--- config.mk ---
export PLATFORM = sky130hd
export DESIGN_NAME = read_src_fsm_flat
export DESIGN_NICKNAME = d
export VERILOG_FILES = /design/src/rtl/dma_pkg.sv /design/src/rtl/read_src_fsm_if.sv /design/src/rtl/read_src_fsm_burst_calc.sv /design/src/rtl/read_src_fsm.sv /design/src/flat_wrapper.sv
export SDC_FILE = /design/constraint.sdc
export NUM_CORES = 1
export LEC_CHECK = 0
export CORE_AREA = 2 2 479 481
export CTS_BUF_LIST = sky130_fd_sc_hd__clkbuf_4
export CTS_CLUSTER_SIZE = 20
export DETAILED_ROUTE_END_ITERATION = 12
export DIE_AREA = 0 0 481 483
export DONT_BUFFER_PORTS = 1
export HOLD_SLACK_MARGIN = 0.05
export PLACE_DENSITY = 0.35
export RECOVER_POWER = 50
export SYNTH_ARGS = -nofsm -noshare
export SYNTH_HDL_FRONTEND = slang
export SYNTH_SLANG_ARGS = --single-unit
--- constraint.sdc ---
create_clock -name clk -period 13.7 [get_ports clk]
set_input_delay 2.74 -clock clk [delete_from_list [all_inputs] [get_ports clk]]
set_output_delay 2.74 -clock clk [all_outputs]
set_load 0.05 [all_outputs]
--- src/rtl/dma_pkg.sv ---
// Shared DMA types: AXI response codes, descriptor/CSR structs and the
// read-source FSM state encoding.
package dma_pkg;

    localparam int ADDR_W = 64;
    localparam int PAGE_BYTES = 4096;
    localparam logic [1:0] AXI_BURST_INCR = 2'b01;

    typedef enum logic [1:0] {
        OKAY   = 2'd0,
        EXOKAY = 2'd1,
        SLVERR = 2'd2,
        DECERR = 2'd3
    } t_axi_resp;

    typedef struct packed {
        logic go;
    } t_dma_descriptor_control;

    typedef struct packed {
        logic [ADDR_W-1:0]       src_addr;
        logic [31:0]             length;
        t_dma_descriptor_control descriptor_control;
    } t_dma_descriptor;

    typedef struct packed {
        logic reset_dispatcher;
    } t_dma_csr_control;

    typedef struct packed {
        logic busy;
        logic stopped_on_error;
    } t_dma_csr_status;

    typedef enum logic [2:0] {
        IDLE,
        ADDR_SETUP,
        RD_SRC_WR_FIFO,
        DONE,
        ERROR
    } t_rd_src_state;

endpackage

--- src/rtl/read_src_fsm_if.sv ---
// Source-memory AXI read interface (write channels reduced to tie-off
// signals) and the DMA data FIFO write port.
interface ofs_plat_axi_mem_if
    import dma_pkg::*;
#(
    parameter int DATA_W = 512,
    parameter int ID_W   = 4
);
    logic              arvalid;
    logic              arready;
    logic [ADDR_W-1:0] araddr;
    logic [7:0]        arlen;
    logic [2:0]        arsize;
    logic [1:0]        arburst;
    logic [ID_W-1:0]   arid;

    logic              rvalid;
    logic              rready;
    logic [DATA_W-1:0] rdata;
    t_axi_resp         rresp;
    logic              rlast;

    logic              awvalid;
    logic              wvalid;
    logic              bready;

    modport to_sink (
        output arvalid, araddr, arlen, arsize, arburst, arid, rready,
               awvalid, wvalid, bready,
        input  arready, rvalid, rdata, rresp, rlast
    );

    modport to_source (
        input  arvalid, araddr, arlen, arsize, arburst, arid, rready,
               awvalid, wvalid, bready,
        output arready, rvalid, rdata, rresp, rlast
    );
endinterface

interface dma_fifo_if #(
    parameter int DATA_W = 512
);
    logic              wr_en;
    logic [DATA_W-1:0] wr_data;
    logic              almost_full;

    modport wr_in  (output wr_en, wr_data, input almost_full);
    modport wr_out (input wr_en, wr_data, output almost_full);
endinterface

--- src/rtl/read_src_fsm_burst_calc.sv ---
// Burst sizing: the largest burst that fits the remaining beats, MAX_BURST
// and the bytes left before the next 4 KB page boundary.
module dma_burst_calc
    import dma_pkg::*;
#(
    parameter int DATA_W    = 512,
    parameter int MAX_BURST = 16
) (
    input  logic [11:0] page_offset,
    input  logic [31:0] remaining,
    output logic [8:0]  burst_beats
);
    localparam int BEAT_SHIFT = $clog2(DATA_W / 8);

    logic [12:0] page_bytes_left;
    logic [12:0] page_beats;
    logic [12:0] cap;

    // NOTE: every always_comb output gets a default first, so no path leaves it unassigned and no latch is inferred.
    always_comb begin
        page_bytes_left = 13'(PAGE_BYTES) - {1'b0, page_offset};
        page_beats      = page_bytes_left >> BEAT_SHIFT;
        cap             = 13'(MAX_BURST);
        if (page_beats < cap) begin
            cap = page_beats;
        end
        burst_beats = cap[8:0];
        if (remaining < {19'd0, cap}) begin
            burst_beats = remaining[8:0];
        end
    end
endmodule

--- src/rtl/read_src_fsm.sv ---
// DMA read-source stage: splits a descriptor into page-safe AXI read bursts
// and pushes returned beats into the data FIFO. Macro RD_SRC_STALL_CNT_EN adds rd_stall_cnt.
module read_src_fsm
    import dma_pkg::*;
#(
    parameter int DATA_W    = 512,
    parameter int MAX_BURST = 16
) (
    input  logic                       clk,
    input  logic                       reset_n,
    input  t_dma_descriptor            descriptor,
    input  t_dma_csr_control           csr_control,
    output t_dma_csr_status            rd_src_status,
    output logic                       rd_fsm_done,
    ofs_plat_axi_mem_if.to_sink        src_mem,
    dma_fifo_if.wr_in                  wr_fifo_if
`ifdef RD_SRC_STALL_CNT_EN
    ,
    output logic [31:0]                rd_stall_cnt
`endif
);
    localparam int BEAT_SHIFT = $clog2(DATA_W / 8);

    t_rd_src_state     state;
    logic [ADDR_W-1:0] cur_addr;
    logic [31:0]       remaining;
    logic [8:0]        beat_cnt;
    logic [8:0]        burst_beats;
    logic              arvalid_q;
    logic              wr_en_q;
    logic [DATA_W-1:0] wr_data_q;
    logic              done_q;
    logic              busy_q;
    logic              err_q;

    logic rready;
    logic beat_fire;
    logic last_counted;
    logic beat_err;

    dma_burst_calc #(
        .DATA_W    (DATA_W),
        .MAX_BURST (MAX_BURST)
    ) u_burst_calc (
        .page_offset (cur_addr[11:0]),
        .remaining   (remaining),
        .burst_beats (burst_beats)
    );

    // ERROR keeps rready high so the abandoned burst drains without backpressure.
    assign rready       = (state == RD_SRC_WR_FIFO) ? !wr_fifo_if.almost_full : (state == ERROR);
    assign beat_fire    = src_mem.rvalid && rready;
    assign last_counted = (beat_cnt == 9'd1);
    assign beat_err     = (src_mem.rresp == SLVERR) || (src_mem.rresp == DECERR) ||
                          (src_mem.rlast != last_counted);

    // NOTE: sequential state uses non-blocking assignments so every register samples pre-edge values.
    always_ff @(posedge clk or negedge reset_n) begin
        if (!reset_n) begin
            state     <= IDLE;
            cur_addr  <= '0;
            remaining <= '0;
            beat_cnt  <= '0;
            arvalid_q <= 1'b0;
            wr_en_q   <= 1'b0;
            // NOTE: wr_data is qualified by wr_en, but one reset block keeps the FSM in a single process.
            wr_data_q <= '0;
            done_q    <= 1'b0;
            busy_q    <= 1'b0;
            err_q     <= 1'b0;
        end else begin
            wr_en_q <= 1'b0;
            done_q  <= 1'b0;
            case (state)
                IDLE: begin
                    if (descriptor.descriptor_control.go) begin
                        if (descriptor.length == 32'd0) begin
                            done_q <= 1'b1;
                        end else begin
                            cur_addr  <= descriptor.src_addr;
                            remaining <= descriptor.length;
                            busy_q    <= 1'b1;
                            arvalid_q <= 1'b1;
                            state     <= ADDR_SETUP;
                        end
                    end
                end
                ADDR_SETUP: begin
                    if (src_mem.arready) begin
                        arvalid_q <= 1'b0;
                        beat_cnt  <= burst_beats;
                        state     <= RD_SRC_WR_FIFO;
                    end
                end
                RD_SRC_WR_FIFO: begin
                    if (beat_fire) begin
                        if (beat_err) begin
                            err_q  <= 1'b1;
                            busy_q <= 1'b0;
                            state  <= ERROR;
                        end else begin
                            wr_en_q   <= 1'b1;
                            wr_data_q <= src_mem.rdata;
                            beat_cnt  <= beat_cnt - 9'd1;
                            if (last_counted) begin
                                cur_addr  <= cur_addr + (ADDR_W'(burst_beats) << BEAT_SHIFT);
                                remaining <= remaining - 32'(burst_beats);
                                if (remaining == 32'(burst_beats)) begin
                                    busy_q <= 1'b0;
                                    done_q <= 1'b1;
                                    state  <= DONE;
                                end else begin
                                    arvalid_q <= 1'b1;
                                    state     <= ADDR_SETUP;
                                end
                            end
                        end
                    end
                end
                DONE: begin
                    state <= IDLE;
                end
                ERROR: begin
                    if (csr_control.reset_dispatcher) begin
                        err_q <= 1'b0;
                        state <= IDLE;
                    end
                end
                default: begin
                    state <= IDLE;
                end
            endcase
        end
    end

`ifdef RD_SRC_STALL_CNT_EN
    always_ff @(posedge clk or negedge reset_n) begin
        if (!reset_n) begin
            rd_stall_cnt <= '0;
        end else if (state == IDLE && descriptor.descriptor_control.go) begin
            rd_stall_cnt <= '0;
        end else if (src_mem.rvalid && !rready && rd_stall_cnt != '1) begin
            rd_stall_cnt <= rd_stall_cnt + 32'd1;
        end
    end
`endif

    assign src_mem.arvalid = arvalid_q;
    assign src_mem.araddr  = cur_addr;
    assign src_mem.arlen   = 8'(burst_beats - 9'd1);
    assign src_mem.arsize  = 3'(BEAT_SHIFT);
    assign src_mem.arburst = AXI_BURST_INCR;
    assign src_mem.arid    = '0;
    assign src_mem.rready  = rready;
    assign src_mem.awvalid = 1'b0;
    assign src_mem.wvalid  = 1'b0;
    assign src_mem.bready  = 1'b1;

    assign wr_fifo_if.wr_en   = wr_en_q;
    assign wr_fifo_if.wr_data = wr_data_q;

    assign rd_fsm_done                    = done_q;
    assign rd_src_status.busy             = busy_q;
    assign rd_src_status.stopped_on_error = err_q;
endmodule

--- src/flat_wrapper.sv ---
// flat-port wrapper written by rule: the top's interface ports become plain ports
module read_src_fsm_flat import dma_pkg::*;
#(
    parameter int DATA_W    = 512,
    parameter int MAX_BURST = 16
)
  (clk, reset_n, descriptor, csr_control, rd_src_status, rd_fsm_done, src_mem_arvalid, src_mem_araddr, src_mem_arlen, src_mem_arsize, src_mem_arburst, src_mem_arid, src_mem_rready, src_mem_awvalid, src_mem_wvalid, src_mem_bready, src_mem_arready, src_mem_rvalid, src_mem_rdata, src_mem_rresp, src_mem_rlast, wr_fifo_if_wr_en, wr_fifo_if_wr_data, wr_fifo_if_almost_full);
  ofs_plat_axi_mem_if #(.DATA_W(DATA_W)) src_mem_i ();
  dma_fifo_if #(.DATA_W(DATA_W)) wr_fifo_if_i ();
  input  logic clk;
  input  logic reset_n;
  input  t_dma_descriptor descriptor;
  input  t_dma_csr_control csr_control;
  output t_dma_csr_status rd_src_status;
  output logic rd_fsm_done;
  output wire logic [$bits(src_mem_i.arvalid)-1:0] src_mem_arvalid;
  output wire logic [$bits(src_mem_i.araddr)-1:0] src_mem_araddr;
  output wire logic [$bits(src_mem_i.arlen)-1:0] src_mem_arlen;
  output wire logic [$bits(src_mem_i.arsize)-1:0] src_mem_arsize;
  output wire logic [$bits(src_mem_i.arburst)-1:0] src_mem_arburst;
  output wire logic [$bits(src_mem_i.arid)-1:0] src_mem_arid;
  output wire logic [$bits(src_mem_i.rready)-1:0] src_mem_rready;
  output wire logic [$bits(src_mem_i.awvalid)-1:0] src_mem_awvalid;
  output wire logic [$bits(src_mem_i.wvalid)-1:0] src_mem_wvalid;
  output wire logic [$bits(src_mem_i.bready)-1:0] src_mem_bready;
  input wire logic [$bits(src_mem_i.arready)-1:0] src_mem_arready;
  input wire logic [$bits(src_mem_i.rvalid)-1:0] src_mem_rvalid;
  input wire logic [$bits(src_mem_i.rdata)-1:0] src_mem_rdata;
  input wire logic [$bits(src_mem_i.rresp)-1:0] src_mem_rresp;
  input wire logic [$bits(src_mem_i.rlast)-1:0] src_mem_rlast;
  output wire logic [$bits(wr_fifo_if_i.wr_en)-1:0] wr_fifo_if_wr_en;
  output wire logic [$bits(wr_fifo_if_i.wr_data)-1:0] wr_fifo_if_wr_data;
  input wire logic [$bits(wr_fifo_if_i.almost_full)-1:0] wr_fifo_if_almost_full;
  assign src_mem_arvalid = src_mem_i.arvalid;
  assign src_mem_araddr = src_mem_i.araddr;
  assign src_mem_arlen = src_mem_i.arlen;
  assign src_mem_arsize = src_mem_i.arsize;
  assign src_mem_arburst = src_mem_i.arburst;
  assign src_mem_arid = src_mem_i.arid;
  assign src_mem_rready = src_mem_i.rready;
  assign src_mem_awvalid = src_mem_i.awvalid;
  assign src_mem_wvalid = src_mem_i.wvalid;
  assign src_mem_bready = src_mem_i.bready;
  assign src_mem_i.arready = src_mem_arready;
  assign src_mem_i.rvalid = src_mem_rvalid;
  assign src_mem_i.rdata = src_mem_rdata;
  assign src_mem_i.rresp = src_mem_rresp;
  assign src_mem_i.rlast = src_mem_rlast;
  assign wr_fifo_if_wr_en = wr_fifo_if_i.wr_en;
  assign wr_fifo_if_wr_data = wr_fifo_if_i.wr_data;
  assign wr_fifo_if_i.almost_full = wr_fifo_if_almost_full;
  read_src_fsm #(.DATA_W(DATA_W), .MAX_BURST(MAX_BURST)) u_core (.clk(clk), .reset_n(reset_n), .descriptor(descriptor), .csr_control(csr_control), .rd_src_status(rd_src_status), .rd_fsm_done(rd_fsm_done), .src_mem(src_mem_i), .wr_fifo_if(wr_fifo_if_i));
endmodule
## Word level (Yosys, flattened, before mapping)

Cells that the tools add are included.

| operators by class | value |
|---|---|
| add/sub/neg operators | 5 |
| magnitude comparators | 2 |
| eq/ne operators | 19 |
| multiplexer cells | 55 |
| bitwise gates (word level) | 1 |
| reductions and logical operators | 17 |

Operators by type and width:

| cell | count |
|---|---|
| $mux W64 | 5 |
| $mux W32 | 5 |
| $pmux W64 S2 | 1 |
| $add A64 B15 Y64 | 1 |
| $pmux W32 S2 | 1 |
| $mux W9 | 4 |
| $eq A32 B9 Y1 | 1 |
| $logic_not A32 Y1 | 1 |
| $lt A32 B7 Y1 | 1 |
| $sub A32 B9 Y32 | 1 |
| $mux W1 | 24 |
| $mux W3 | 7 |
| $pmux W9 S2 | 1 |
| $reduce_and A6 Y1 | 3 |
| $sub A13 B12 Y13 const A | 1 |
| $ne A2 B2 Y1 const B | 6 |
| $pmux W3 S4 | 1 |
| $eq A9 B1 Y1 const B | 1 |
| $sub A9 B1 Y9 const B | 1 |
| $reduce_and A4 Y1 | 2 |
| $reduce_and A8 Y1 | 1 |
| $sub A8 B1 Y8 const B | 1 |
| $lt A7 B5 Y1 const B | 1 |
| $mux W7 | 1 |
| 19 further kinds | 27 |

| word-level totals | value |
|---|---|
| flip-flop bits (word level) | 625 |
| input bits | 618 |
| output and inout port bits | 602 |

## Longest topological paths before layout

Gate-level depths: netlist (run 1).

| depth | value |
|---|---|
| word-level depth | 11 |
| gate-level depth with buffers | 22 |

## Hierarchy

A second synthesis (run 1) with hierarchy kept.

| second synthesis, totals | value |
|---|---|
| cell total of the unflattened synthesis | 2157 |
| area total of the unflattened synthesis | 30026.3 µm² |

By module, submodules not included:

| module | instances | cells each | area an instance (µm²) | seq. area each (µm²) |
|---|---|---|---|---|
| read_src_fsm | 1 | 2103 | 29634.7 | 15640.0 |
| dma_burst_calc | 1 | 54 | 391.6 | 0.0 |

## Least setup slack after synthesis (run 1)

Ideal clock, no wire load.

| timing path | value |
|---|---|
| path type | register to output |
| from | reg u_core.cur_addr[4], in the netlist u_core.src_mem.araddr[4] |
| to | out src_mem_arlen[4] |
| arrival time | 5424 ps |
| path slack | 5536 ps |
| cell stages (with the launch flop) | 16 |
| path buffers | 1 |
| cell sequence | dfrtp_1 > or4_1 > nor3_1 > xnor2_1 > nand2_1 > ha_1 > a21o_1 > a21o_1 > a21oi_1 > nor4b_4 > buf_6 > mux2i_1 > ha_1 > nand2_1 > xor2_1 > a21oi_1 |

| between the ends | value |
|---|---|
| cells in the longest elaborated chain, start to end | 6 |

RTL lines:

| what | line | RTL |
|---|---|---|
| start, declared | read_src_fsm.sv:25 | `logic [ADDR_W-1:0] cur_addr;` |
| start signal, assigned | read_src_fsm.sv:80 | `cur_addr <= descriptor.src_addr;` |
| start signal, assigned | read_src_fsm.sv:106 | `cur_addr <= cur_addr + (ADDR_W'(burst_beats) << BEAT_SHIFT);` |
| $sub A13 B12 Y13 * | read_src_fsm_burst_calc.sv:21 | `page_bytes_left = 13'(PAGE_BYTES) - {1'b0, page_offset};` |
| $lt A7 B5 Y1 | read_src_fsm_burst_calc.sv:24 | `if (page_beats < cap) begin` |
| $mux W7 * | read_src_fsm_burst_calc.sv:24 |  |
| $lt A32 B7 Y1 | read_src_fsm_burst_calc.sv:28 | `if (remaining < {19'd0, cap}) begin` |
| $mux W9 * | read_src_fsm_burst_calc.sv:28 |  |
| $sub A8 B1 Y8 * | read_src_fsm.sv:150 | `assign src_mem.arlen = 8'(burst_beats - 9'd1);` |
| end, declared | flat_wrapper.sv:18 | `output wire logic [$bits(src_mem_i.arlen)-1:0] src_mem_arlen;` |

Mark *: on every way between the ends. The rest lies on a longest branch, timed or not.

## Worst setup path in the final report (run 1)

| timing path | value |
|---|---|
| from | in wr_fifo_if_almost_full |
| to | reg u_core.wr_data_q[287], in the netlist u_core.wr_fifo_if.wr_data[287] |

| between the ends | value |
|---|---|
| cells in the longest elaborated chain, start to end | 4 |

RTL lines:

| what | line | RTL |
|---|---|---|
| start, declared | flat_wrapper.sv:33 | `input wire logic [$bits(wr_fifo_if_i.almost_full)-1:0] wr_fifo_if_almost_full;` |
| $logic_not A1 Y1 | read_src_fsm.sv:51 | `assign rready = (state == RD_SRC_WR_FIFO) ? !wr_fifo_if.almost_full : (state == ERROR);` |
| $mux W1 | read_src_fsm.sv:51 |  |
| $logic_and A1 B1 Y1 | read_src_fsm.sv:52 | `assign beat_fire = src_mem.rvalid && rready;` |
| $reduce_and A3 Y1 (no line) | - |  |
| end signal, assigned | read_src_fsm.sv:103 | `wr_data_q <= src_mem.rdata;` |
| end, declared | read_src_fsm.sv:31 | `logic [DATA_W-1:0] wr_data_q;` |

Every way passes these cells.
A chain may end at the register's enable or synchronous reset.

==> results.toml, run 1 <==
[run_status]
status = "complete, but fails checks"
failed_checks = "capacitance limit, slew limit"

[timing]
fmax_ghz = 0.0955
rsz0062_at_grt = "no"
period_minus_slack_ns = 10.47
worstMarginPinSlew_ns = 7.14
drv_slew = 533
clock_skew_ns = 0.100
final.setup.tns_ns = 0
finalCritPeriodShare_pct = 76.4
hold_viol = 0
finalSetupViolations = 0
relSlewSlack_pct = -376

[final_layout]
area_delta_synth_final_pct = 22.1
nFillCells = 25400
nNetsFinal = 2870
fin_area_um2 = 33400
final_common_cell = "dfrtp_1"
layout-drive-gt1-share_pct = 36.9
mostFrequentLayoutCells = "dfrtp_1 (625), mux2_2 (520), clkbuf_4 (278)"

[yosys]
synth_cell_types = 79
synthTopCellsByArea = "dfrtp_1 (57%), mux2_2 (21%), buf_4 (1.5%), nor2_1 (1.5%), nand2_1 (1.3%)"
syn_inst = 2110
synth_top_cell_area_share_pct = 57.1
synth_edf_count = 0
yosysWarnings = 0
synth-main-ff-cell = "dfrtp_1"
synth.avg_cell_area_um2 = 13.0
yosys.area.top_type = "dfrtp_1"
synth_seq_cells = 625
synthArstFlopShare_pct = 100
ys_seq_area_share_pct = 57.1
netlist_area_um2 = 27400

[floorplanning]
start_util_pct = 12.1
die_y_um = 483
dieWidth_um = 481
coreArea_um2 = 227000
die-area_um2 = 232000
fp-row-count = 175
ios = 1220

[clock_network]
cts_root_buffer = "clkbuf_4"
post_cts_buffers = 0
insertion_delay_ns = 1.18
htreeDepth = 4
cts.reportedPaths.clkPinSlew_ns = 0.06
postCtsHoldBufs = 0
clock-sinks = 625
cts_made_buffers = 197
cts_max_path_buffers = 3
cts_tree = "yes"
cts_resized = 0

[worst_setup_path]
r2r_start = "u_core.beat_cnt[1]$_DFFE_PN0P_"
crit_arrival_ns = 11.53
r2r_slack_ns = 4.17
start_kind = "input pin"
reg2reg_to = "u_core.wr_fifo_if.wr_data[287]$_DFFE_PN0P_"
cp.required_ns = 14.77
crit_path_top_delay_cell = "clkbuf_1"
worst-path-max-fanout = 123
path_class = "input pin to flip-flop"
slowest_delay_ns = 4.89
r2r_cells = 8
cpMostUsedCell = "clkbuf_1"
crit_chain = "or3b_2 -> a211o_1 -> nor4_1 -> clkbuf_1 -> clkbuf_1 -> mux2_2"
setup.worst_path.end_class = "flip-flop"

[grt]
grt_pass1_wl_mm = 206
grt_overflow_total = 0
antenna_found_initial = 194
grt_max_degree = 626
gr-usage-all-layers_pct = 13.4
grt_pass1_vias = 19600

[placed_design]
dp_hpwl_mm = 130
numPortBuffers = 0
gp_congestion = 0.929
placed_area_um2 = 30800

[drt]
vias = 19800
wl_mm = 162
route.detailed.drc = 0
viasPerCell = 3.64
wl_per_cell_um = 29.8
drt_iter0_markers = 1261
antenna_left = 0
first_pass_iters = 5

[pwr]
peakVddDrop_uv = 118
p_leak_nw = 14.6
power_density_nw_per_um2 = 249

[job]
drv_cap = 7

[hold_path]
holdPathStages = 1
min_to = "u_core.beat_cnt[8]$_DFFE_PN0P_"
hold_path.class = "flip-flop to flip-flop"
min-delay-start = "u_core.beat_cnt[8]$_DFFE_PN0P_"
==> worst max-delay path by stage <==
| stage | startpoint | endpoint | slack [ns] | cells after the start |
|---|---|---|---|---|
| after floorplan | u_core.src_mem.araddr[4]$_DFFE_PN0P_ | src_mem_arlen[4] | 5.54 | 15 |
| after global placement | u_core.src_mem.araddr[4]$_DFFE_PN0P_ | src_mem_arlen[4] | 5.44 | 15 |
| after detailed placement | u_core.src_mem.araddr[4]$_DFFE_PN0P_ | src_mem_arlen[4] | 5.43 | 15 |
| final | wr_fifo_if_almost_full | u_core.wr_fifo_if.wr_data[287]$_DFFE_PN0P_ | 3.23 | 6 |
| after global routing | wr_fifo_if_almost_full | u_core.wr_fifo_if.wr_data[312]$_DFFE_PN0P_ | 2.10 | 6 |
| after CTS | u_core.src_mem.araddr[4]$_DFFE_PN0P_ | src_mem_arlen[4] | 4.00 | 15 |
==> cell usage after synthesis, types with 9 or more instances <==
| library cell | count |
|---|---|
| a211oi_1 | 17 |
| a21oi_1 | 70 |
| a2bb2oi_1 | 9 |
| a311oi_1 | 9 |
| a31oi_1 | 33 |
| and2_1 | 12 |
| and3_1 | 17 |
| buf_2 | 22 |
| buf_4 | 56 |
| clkbuf_1 | 45 |
| dfrtp_1 | 625 |
| ha_1 | 24 |
| inv_1 | 25 |
| mux2_2 | 521 |
| nand2_1 | 94 |
| nand3_1 | 42 |
| nand4_1 | 24 |
| nor2_1 | 112 |
| nor2b_1 | 10 |
| nor3_1 | 31 |
| nor4_1 | 18 |
| o21a_1 | 9 |
| o21ai_0 | 48 |
| o22a_1 | 13 |
| o22ai_1 | 24 |
| o31ai_1 | 13 |
| or3_1 | 10 |
| xnor2_1 | 12 |
==> worst max-delay path, delay by kind of cell <==
| family | cells | cell delay, ns |
|---|---|---|
| and+or+nand+nor | 2 | 0.80 |
| buffers and inverters | 2 | 6.44 |
| AOI/OAI and AO/OA | 1 | 0.35 |
| muxes | 1 | 0.85 |
==> state kept, by name (all words and copies together) (netlist names) <==
register	cells
u_core.wr_fifo_if.wr_en	1
u_core.state	3
u_core.err_q	1
u_core.wr_fifo_if.wr_data	512
u_core.src_mem.arvalid	1
u_core.remaining	32
u_core.beat_cnt	9
u_core.src_mem.araddr	64
u_core.rd_fsm_done	1
u_core.busy_q	1
==> kinds of logic (layout without fill, tap and decap cells) <==
group                      after synthesis  in the layout  share of synthesized area, %
DFF                                    625            625                          57.1
muxes                                  529            529                          21.7
and+or+nand+nor                        419            419                          7.87
buffers and inverters                  158            400                          3.12
other                                    2             74                        0.0274
AOI/OAI and AO/OA                      336            336                          8.39
adders and majority gates               26             26                          1.24
xor gates and xnor gates                15             15                         0.480
==> metal layers <==
| layer | track usage (%) | part of all wire [%] | up-vias |
|---|---|---|---|
| li1 | - | - | 8161 |
| met1 | 13.6 | 34 | 9696 |
| met2 | 20.5 | 44 | 1432 |
| met3 | 10.9 | 18 | 441 |
| met4 | 4.73 | 3.9 | 44 |
| met5 | 0 | 0.18 | - |
==> per-stage QoR <==
step | setup WS (ns) | hold slack, ns | std cells | util (%) | total power [mW]
after global placement | 5.44 | 0.479 | 5032 | 13.6 | 6.41
after detailed placement | 5.43 | 0.481 | 5032 | 13.6 | 6.42
after floorplan | 5.54 | 0.443 | 2125 | - | 5.43
after global routing | 2.10 | 0.530 | 5394 | 14.7 | 8.84
after CTS | 4.00 | 0.490 | 5372 | 14.6 | 8.46
final | 3.23 | 0.491 | 5433 | 14.7 | 8.33
==> power breakdown <==
part           internal [mW]  switching [mW]  leakage, nW
Combinational          0.712           0.921         4.74
Clock                  0.972           0.969         1.45
Sequential              2.31            2.46         8.39
==> layout make-up <==
class	instances	area (um^2)	share of cell area (%)
antenna	57	143	0.427
clock buffer	278	2090	6.25
clock inverter	62	354	1.06
inverter	25	93.8	0.281
multi-input combinational	1342	11000	32.9
sequential	625	15600	46.8
tap	3009	3760	11.3
timing repair buffer	35	342	1.02
Note: power is estimated with default switching activity, not from simulation.
==> run 2, diff against run 1 <==
--- a/config.mk
+++ b/config.mk
@@ -12,7 +12,7 @@
 export DIE_AREA = 0 0 481 483
 export DONT_BUFFER_PORTS = 1
 export HOLD_SLACK_MARGIN = 0.05
-export PLACE_DENSITY = 0.35
+export PLACE_DENSITY = 0.36
 export RECOVER_POWER = 50
 export SYNTH_ARGS = -nofsm -noshare
 export SYNTH_HDL_FRONTEND = slang
==> constraint.sdc (replaced) <==
create_clock -name clk -period 8.8 [get_ports clk]
set_input_delay 1.76 -clock clk [delete_from_list [all_inputs] [get_ports clk]]
set_output_delay 1.76 -clock clk [all_outputs]
set_load 0.05 [all_outputs]
==> run 2 against run 1 <==
The flow still finishes with violations (capacitance limit, slew limit). Largest cell class unchanged. Routed wire length up 1.7%. Critical path depth rose by 10. Critical path type is now flip-flop to output pin. Power grew 57%. Worst hold slack worse by 0.23 ns. Global-route usage up 0.27 points. Setup slack lost 2.4 ns. Largest power group unchanged.
==> results.toml, run 2 (synthesis gave the netlist of run 1 again) <==
[run_status]
status = "complete, but fails checks"
failed_checks = "capacitance limit, slew limit"

[worst_setup_path]
cp.required_ns = 7.04
r2r_slack_ns = 1.40
crit_start = "u_core.src_mem.araddr[4]$_DFFE_PN0P_"
worst-path-max-fanout = 5
r2r_start = "u_core.src_mem.araddr[4]$_DFFE_PN0P_"
slowest_delay_ns = 0.70
r2r_cells = 20
setup.worst_path.end_class = "output pin"
path_class = "flip-flop to output pin"
crit_chain = "or4_1 -> nor3_1 -> a21o_1 -> inv_1 -> ha_1 -> nor4bb_1 -> nand4_1 -> a41oi_1 -> nor4b_4 -> buf_4 -> mux2_2 -> ha_1 -> nand2_1 -> xor2_1 -> a21oi_2 -> buf_4"
crit_arrival_ns = 6.21
start_kind = "flip-flop"
crit_path_top_delay_cell = "or4_1"
reg2reg_to = "u_core.src_mem.araddr[42]$_DFFE_PN0P_"

[timing]
drv_slew = 1024
finalSetupViolations = 0
fmax_ghz = 0.126
relSlewSlack_pct = -378
clock_skew_ns = 0.121
rsz0062_at_grt = "no"
period_minus_slack_ns = 7.97
fin_ws_ns = 0.834
worstMarginPinSlew_ns = 7.17
finalCritPeriodShare_pct = 90.5
final.setup.tns_ns = 0
hold_viol = 0

[drt]
antenna_left = 0
wl_per_cell_um = 30.3
first_pass_iters = 5
viasPerCell = 3.66
drt_iter0_markers = 1145
route.detailed.drc = 0
wl_mm = 165
vias = 19900

[clock_network]
insertion_delay_ns = 1.24
cts_made_buffers = 200
clock-sinks = 625
cts.reportedPaths.clkPinSlew_ns = 0.06
cts_tree = "yes"
cts_root_buffer = "clkbuf_4"
cts_max_path_buffers = 3
htreeDepth = 4

[pwr]
swShare_pct = 52.3
p_leak_nw = 14.7
p_int_mw = 6.23
p_sw_mw = 6.83
peakVddDrop_uv = 180
comb_power_share_pct = 19.5
power_density_nw_per_um2 = 391
seq_power_share_pct = 56.8
clockPowerShare_pct = 23.7

[final_layout]
nFillCells = 25400
largest_reg_flops = 512
nNetsFinal = 2881
area_delta_synth_final_pct = 22.1
mostFrequentLayoutCells = "dfrtp_1 (625), mux2_2 (521), clkbuf_4 (286)"
final_common_cell = "dfrtp_1"
fin_area_um2 = 33400
layout-drive-gt1-share_pct = 37.3
final_cells = 5433

[grt]
global_route.usage.met3_pct = 10.5
gr-usage-met1_pct = 13.9
grt_pass1_vias = 19800
grt_overflow_total = 0
grt-busiest-layer = "met2"
grt_pass1_wl_mm = 209
antenna_found_initial = 161
gr-usage-all-layers_pct = 13.7
grt_max_degree = 515
met2_usage_pct = 21.3

[floorplanning]
die_y_um = 483
start_util_pct = 12.1
dieWidth_um = 481
fp-row-count = 175
ios = 1220
die-area_um2 = 232000
coreArea_um2 = 227000

[hold_path]
hold_path.class = "input pin to asynchronous set/reset pin"

[placed_design]
dp.cells = 5036
numPortBuffers = 0
pre_cts_ws_ns = 1.26
gp_congestion = 0.930
dp_hpwl_mm = 131
placed_area_um2 = 30800

[job]
drv_cap = 8
-- run 2: cell types whose count changed in the layout (fill, tap and decap cells not counted), moves of 2 or more --
cell	previous run	this run
diode_2	57	33
clkbuf_4	278	286
buf_4	24	30
clkinv_2	6	12
buf_16	5	0
clkbuf_2	1	5
clkinv_1	42	45
clkinv_8	1	3
clkinvlp_4	1	3
dlygate4sd3_1	0	2
inv_2	2	0
-- run 2: area by class of cell --
class	count	area, um^2	share of cell area, %
Inverter	25	93.8	0.281
Antenna cell	33	82.6	0.247
Multi-Input combinational cell	1342	11000	32.9
Sequential cell	625	15600	46.8
Tap cell	3009	3760	11.3
Clock buffer	285	2140	6.40
Clock inverter	71	415	1.24
Timing Repair Buffer	43	297	0.887
-- run 2: timing repair --
| action | 4_1_cts | 5_1_grt |
|---|---|---|
| endpoints found under the setup margin | 1 | 0 |
| endpoints found under the hold margin | 109 | 0 |
| setup buffers | 2 | 0 |
| hold buffers | 3 | 0 |
| resized for setup | 0 | 0 |
-- run 2: power by group through the flow --
stage	combinational (mW)	clock (mW)	sequential, mW
2_1_floorplan	1.85	0	6.61
3_3_place_gp	2.48	0	7.55
3_5_place_dp	2.51	0	7.53
4_1_cts	2.54	3.31	7.48
5_1_grt	2.84	3.44	7.60
6_report	2.55	3.09	7.42
-- run 2: worst max path at each step --
stage,cells past startpoint,end
2_1_floorplan,15,src_mem_arlen[4]
4_1_cts,16,src_mem_arlen[4]
3_3_place_gp,18,u_core.src_mem.araddr[42]$_DFFE_PN0P_
6_report,16,src_mem_arlen[4]
3_5_place_dp,18,u_core.src_mem.araddr[42]$_DFFE_PN0P_
5_1_grt,16,src_mem_arlen[4]
-- run 2: metal layers --
layer  wire length, um  share of wire (%)
met4              5380                3.3
met2             74000                 45
met3             28500                 17
met5               373               0.23
met1             56300                 34
-- run 2: per-stage QoR --
step	hold slack (ns)	util, %	total power [mW]
final	0.256	14.7	13.1
after global routing	0.0501	14.7	13.9
after CTS	0.0565	14.7	13.3
after detailed placement	0.479	13.6	10.0
after global placement	0.484	13.6	10.0
after floorplan	0.443	-	8.46
-- run 2: critical path, delay by kind of cell, from the launching register on --
family | cells | cell delay [ns]
simple gates | 6 | 2.03
compound gates | 3 | 0.79
fa+ha+maj | 2 | 0.59
flops | 1 | 0.56
buf+inv | 3 | 0.54
mux | 1 | 0.33
xor+xnor | 1 | 0.16
==> run 3, diff against run 2 <==
--- a/config.mk
+++ b/config.mk
@@ -17,3 +17,4 @@
 export SYNTH_ARGS = -nofsm -noshare
 export SYNTH_HDL_FRONTEND = slang
 export SYNTH_SLANG_ARGS = --single-unit
+export TNS_END_PERCENT = 20
==> results of run 3 <==
Same layout as run 2: the final DEF is identical, and so are final timing and power.
